## src/rtl/cpu_types_pkg.sv

```systemverilog
// Shared CPU datapath/cache types: machine word, icache frame layout and
// icache refill FSM states (also used by the dcache and the bench).
package cpu_types_pkg;

  typedef logic [31:0] word_t;

  // Widest tag any legal set count can need (SETS=2 -> 32-1-3 = 28 bits).
  // Narrower configurations zero-extend their tag into this field.
  localparam int ICACHE_TAG_MAX_W = 28;

  typedef struct packed {
    logic                        valid;
    logic [ICACHE_TAG_MAX_W-1:0] tag;
    word_t [1:0]                 data;
  } icache_frame_t;

  typedef enum logic [1:0] {
    IDLE   = 2'd0,
    FETCH0 = 2'd1,
    FETCH1 = 2'd2
  } icache_state_t;

endpackage

```

## src/rtl/icache_responder.sv

```systemverilog
// Instruction cache responder: direct-mapped, 2-word blocks, zero-latency
// hits in IDLE, two-beat refill from the memory controller on a miss.
module icache_responder
  import cpu_types_pkg::*;
#(
  parameter  int SETS  = 8,
  localparam int IDX_W = $clog2(SETS),
  localparam int TAG_W = 32 - IDX_W - 3,
  localparam int BLK_W = TAG_W + IDX_W
) (
  input  logic  CLK,
  input  logic  RST,
  input  logic  imemREN,
  input  word_t imemaddr,
  output logic  ihit,
  output word_t imemload,
  output logic  iREN,
  output word_t iaddr,
  input  logic  iwait,
  input  word_t iload,
  output word_t hit_count,
  output word_t miss_count
);

  icache_frame_t [SETS-1:0] frames_q, frames_d;
  icache_state_t            state_q, state_d;
  logic [BLK_W-1:0]         miss_addr_q, miss_addr_d;
  logic                     iren_q, iren_d;
  word_t                    iaddr_q, iaddr_d;
  word_t                    hit_count_q, hit_count_d;
  word_t                    miss_count_q, miss_count_d;

  logic [TAG_W-1:0] req_tag;
  logic [IDX_W-1:0] req_idx;
  logic             req_off;
  logic [TAG_W-1:0] fill_tag;
  logic [IDX_W-1:0] fill_idx;
  logic             lookup_hit;
  logic             unused_byte_bits;

  assign req_tag  = imemaddr[31 -: TAG_W];
  assign req_idx  = imemaddr[IDX_W+2:3];
  assign req_off  = imemaddr[2];
  assign fill_tag = miss_addr_q[BLK_W-1 -: TAG_W];
  assign fill_idx = miss_addr_q[IDX_W-1:0];

  // Byte offset within the word is irrelevant to word fetches.
  assign unused_byte_bits = ^imemaddr[1:0];

  // Lookup only answers in IDLE; refill states suppress hits, so a frame
  // being overwritten never needs to be invalidated first.
  assign lookup_hit = (state_q == IDLE) && imemREN && frames_q[req_idx].valid &&
                      (frames_q[req_idx].tag == ICACHE_TAG_MAX_W'(req_tag));

  assign ihit       = lookup_hit && !RST;
  assign imemload   = ihit ? frames_q[req_idx].data[req_off] : '0;
  assign iREN       = iren_q;
  assign iaddr      = iaddr_q;
  assign hit_count  = hit_count_q;
  assign miss_count = miss_count_q;

  // Next-state: miss detection, two-beat refill, statistics counters.
  always_comb begin
    state_d      = state_q;
    frames_d     = frames_q;
    miss_addr_d  = miss_addr_q;
    iren_d       = iren_q;
    iaddr_d      = iaddr_q;
    hit_count_d  = hit_count_q + 32'(ihit);
    miss_count_d = miss_count_q;
    case (state_q)
      IDLE: begin
        if (imemREN && !lookup_hit) begin
          // Latch the block so the refill finishes even if the fetch moves.
          miss_addr_d  = imemaddr[31:3];
          miss_count_d = miss_count_q + 32'd1;
          iren_d       = 1'b1;
          iaddr_d      = {imemaddr[31:3], 3'b000};
          state_d      = FETCH0;
        end
      end
      FETCH0: begin
        if (!iwait) begin
          frames_d[fill_idx].data[0] = iload;
          iaddr_d                    = {miss_addr_q, 3'b100};
          state_d                    = FETCH1;
        end
      end
      FETCH1: begin
        if (!iwait) begin
          frames_d[fill_idx].data[1] = iload;
          frames_d[fill_idx].tag     = ICACHE_TAG_MAX_W'(fill_tag);
          frames_d[fill_idx].valid   = 1'b1;
          iren_d                     = 1'b0;
          iaddr_d                    = '0;
          state_d                    = IDLE;
        end
      end
      default: begin
        iren_d  = 1'b0;
        iaddr_d = '0;
        state_d = IDLE;
      end
    endcase
  end

  // State register; reset aborts any refill and invalidates every frame.
  always_ff @(posedge CLK) begin
    if (RST) begin
      state_q      <= IDLE;
      frames_q     <= '0;
      miss_addr_q  <= '0;
      iren_q       <= 1'b0;
      iaddr_q      <= '0;
      hit_count_q  <= '0;
      miss_count_q <= '0;
    end else begin
      state_q      <= state_d;
      frames_q     <= frames_d;
      miss_addr_q  <= miss_addr_d;
      iren_q       <= iren_d;
      iaddr_q      <= iaddr_d;
      hit_count_q  <= hit_count_d;
      miss_count_q <= miss_count_d;
    end
  end

endmodule

```

## config.mk

```make
export PLATFORM = sky130hd
export DESIGN_NAME = icache_responder
export DESIGN_NICKNAME = d
export VERILOG_FILES = /design/src/rtl/cpu_types_pkg.sv /design/src/rtl/icache_responder.sv
export SDC_FILE = /design/constraint.sdc
export NUM_CORES = 2
export LEC_CHECK = 0
export ABC_CLOCK_PERIOD_IN_PS = 16600
export CORE_MARGIN = 1
export CORE_UTILIZATION = 55
export DETAILED_ROUTE_END_ITERATION = 7
export GPL_TIMING_DRIVEN = 0
export HOLD_SLACK_MARGIN = 0.02
export PLACE_DENSITY = 0.71
export RECOVER_POWER = 50
export REMOVE_ABC_BUFFERS = 1
export SLEW_MARGIN = 20
export SYNTH_ARGS = -nofsm -noshare
export SYNTH_HDL_FRONTEND = slang
export SYNTH_SLANG_ARGS = --single-unit
```

## constraint.sdc

```tcl
create_clock -name CLK -period 16.6 [get_ports CLK]
set_input_delay 4.98 -clock CLK [delete_from_list [all_inputs] [get_ports CLK]]
set_output_delay 4.98 -clock CLK [all_outputs]
set_load 0.02 [all_outputs]
```

==> summary.txt <==
Min path
  – HP Class: flip-flop to flip-flop

Yosys
  – Yosys reg bits: 853
  – Synthesized instance count: 4393
  – Sequential share of the synthesized area: 46.3%
  – Main synth FF type: dfxtp_1
  – Top cells by area, synth: dfxtp_1 (46%), nand2_1 (16%), mux4_2 (12%)
  – Syn avg cell area: 8.39 um^2
  – Yosys cell types: 45
  – Dominant cell type by area after synthesis: dfxtp_1
  – FFs w/ async S/R, synth: 0%
  – Post-synth top area share: 46.3%
  – Post-synth EDFFs: 0
  – Mapped cell area: 36900 um^2
  – Ys Warns: 0

GRT
  – Largest net degree at the start of global routing: 131
  – GR Util All Layers: 32.1%
  – First-pass GRT wire length: 171 mm
  – Initial antenna violation count: 4
  – Grt total ovfl: 0
  – Vias in the first global route: 30100

Power and ir drop
  – Max VDD drop: 0.0000792 V
  – Total Power: 4.42 mW
  – P_int: 3.39 mW
  – Clock share of power: 47.0%
  – Switching pwr: 1.03 mW
  – Power per cell area: 104 nW/um^2
  – Sw Ratio: 23.2%
  – Flop pwr share: 47.3%
  – Leakage: 14.3 nW
  – Comb pwr share: 5.7%

Timing
  – F_max: 0.0642 GHz
  – Final min period: 15.58 ns
  – RSZ-0062 raised after global routing: false
  – Setup violators final: 0
  – Final Hold Viols: 0
  – Slew Viols, Final: 395
  – Slew @ Worst Pin: 2.81 ns
  – Setup TNS: 0 ns
  – Clk_skew: 0.0186 ns
  – Slew HR: -87.3%
  – Tcrit/Tclk final: 93.9%

CTS
  – Root Buffer: clkbuf_16
  – Clock Tree Buf Depth: 3
  – Clock-pin slew on the worst setup and hold paths: 0.06 ns
  – CTS sink cnt: 853
  – Htree depth: 3
  – Hold bufs inserted after CTS: 0
  – TritonCTS clock tree: yes
  – Clk_lat worst skew: 0.64 ns
  – Setup Fix Bufs, Post-CTS: 0
  – TritonCTS Buffers: 89
  – CTS resizes: 0

Detailed routing
  – First DRT Iteration DRCs: 3118
  – Drt wl/cell: 20.9 um
  – DRC viols: 20
  – Via/cell ratio: 5.96
  – DRT Wirelength: 110 mm
  – Pre-antenna DRT Iters: 8
  – Via count: 31500
  – Post-route ant nets: 0

Placed design
  – PortBufs: 193
  – RD Place Congestion: 0.752
  – Detailed placement HPWL: 66.3 mm

Cells and area
  – Layout cell share with drive strength beyond 1: 10.3%
  – Fillers: 5490
  – # nets final: 4416
  – Layout area overhead: 15.8%

Floorplanning
  – Core area: 66000 um^2
  – Die area: 68100 um^2
  – Die span in x: 261 um
  – FP Rows: 94
  – Die Y-Extent: 261 um
  – Initial Util: 55.9%
  – I/O Pins: 198

Status
  – Failing checks: DRC, capacitance limit, slew limit
  – Status: finished, violations left

Job
  – Number of max-cap violations: 15

Worst setup path
  – Worst setup EP type: output port
  – Crit-path max FO: 66
  – CP startpoint kind: input pin
  – Worst path required time: 11.62 ns
  – Critical path type: input pin to output port
  – Arrival time worst endpoint: 10.60 ns
[path summary, 6_finish.rpt]
check | from | to | slack (ns) | cells after the start
setup / recovery | imemaddr[4] | imemload[21] | 1.02 | 12
hold / removal | frames_q[598] | frames_q[598] | 0.45 | 2
setup reg to reg | frames_q[68] | hit_count[26] | 11.10 | 15
hold reg to reg | frames_q[598] | frames_q[598] | 0.45 | 2
[layout by cell type, fill, tap and decap left out, types with 29 or more instances in the layout]
cell / count
buf_16: 31
nor2_1: 70
clkdlybuf4s50_1: 93
a21oi_1: 800
xor2_1: 34
dlygate4sd3_1: 95
clkbuf_1: 34
clkbuf_16: 93
dfxtp_1: 851
nand2b_1: 35
mux4_2: 193
nand2_1: 1543
mux2i_1: 90
nor2b_1: 55
nor3_1: 41
a31o_1: 29
[power groups by stage]
stage | clock [mW] | sequential, mW | combinational (mW)
finish | 2.08 | 2.09 | 0.253
global route | 2.17 | 2.09 | 0.269
detailed placement | 0 | 2.14 | 0.255
floorplan | 0 | 2.14 | 0.0836
CTS | 2.09 | 2.09 | 0.256
global placement | 0 | 2.14 | 0.278
[synth_stat cells (11+ instances only)]
cell type,count
xnor2_1,13
and3_1,14
buf_1,22
xor2_1,34
inv_1,11
nand2_1,1547
dfxtp_1,853
nand3_1,30
nand4_1,19
nand2b_1,35
o21ai_0,19
or3_1,14
a21oi_1,800
mux4_2,193
nor4_1,11
or4_1,12
nor3_1,42
buf_2,20
clkbuf_1,380
a22oi_1,12
a31o_1,29
mux2i_1,90
nor2b_1,55
nor2_1,75
[critical path, cell delays in order]
cell and delay (ns):
buf_8 0.45, buf_16 0.40, buf_16 0.33, mux4_2 0.55, mux2i_1 0.18, xor2_1 0.33, o2111ai_1 0.18, nor4_1 0.55
nand4_2 0.44, or2_2 0.80, nor2b_1 0.51, clkdlybuf4s50_1 0.69
[logic make-up (layout without fill, tap and decap cells)]
group	count (synthesis)	after routing	synth area share [%]
and+or+nand+nor	1870	1870	20.6
other	1	4	0.0102
AOI/OAI and AO/OA	878	878	12.5
DFF	853	853	46.3
adders and majority gates	3	3	0.102
buffers and inverters	447	465	4.82
muxes	294	294	14.6
xor gates and xnor gates	47	47	1.12
[per-stage QoR]
| stage | std cells | hold slack (ns) | utilization [%] | instance area, um^2 | setup slack [ns] |
|---|---|---|---|---|---|
| floorplan | 3958 | 0.427 | - | 35100 | 4.32 |
| global placement | 5015 | 0.438 | 57.8 | 38100 | -20.36 |
| detailed placement | 5118 | 0.443 | 60.7 | 40000 | 1.04 |
| CTS | 5276 | 0.451 | 65.3 | 43100 | 1.03 |
| global route | 5277 | 0.463 | 64.7 | 42700 | 0.768 |
| finish | 5278 | 0.451 | 64.7 | 42700 | 1.02 |
[cell type report]
class,count,area [um^2],share of cell area [%]
Antenna cell,2,5.00,0.0117
Clock inverter,29,338,0.791
Multi-Input combinational cell,3094,18100,42.4
Tap cell,864,1080,2.53
Inverter,11,41.3,0.0967
Sequential cell,853,17100,40.0
Clock buffer,129,2700,6.33
Timing Repair Buffer,296,3340,7.83
[routing by layer]
| metal | vias to the layer above | wire length [um] | track usage [%] | part of all wire [%] |
|---|---|---|---|---|
| li1 | 14600 | - | - | - |
| met2 | 1337 | 51000 | 50.9 | 46 |
| met4 | 4 | 4550 | 13.8 | 4.1 |
| met1 | 15100 | 45200 | 43.4 | 41 |
| met5 | - | 30 | 0 | 0.027 |
| met3 | 333 | 9310 | 5.20 | 8.5 |
[registers in the layout (all words and copies together) (netlist names)]
name,cells
iaddr,30
miss_count,32
iREN,1
state_q,1
hit_count,32
frames_q,728
miss_addr_q,29
Note: power is estimated with default switching activity, not from simulation.
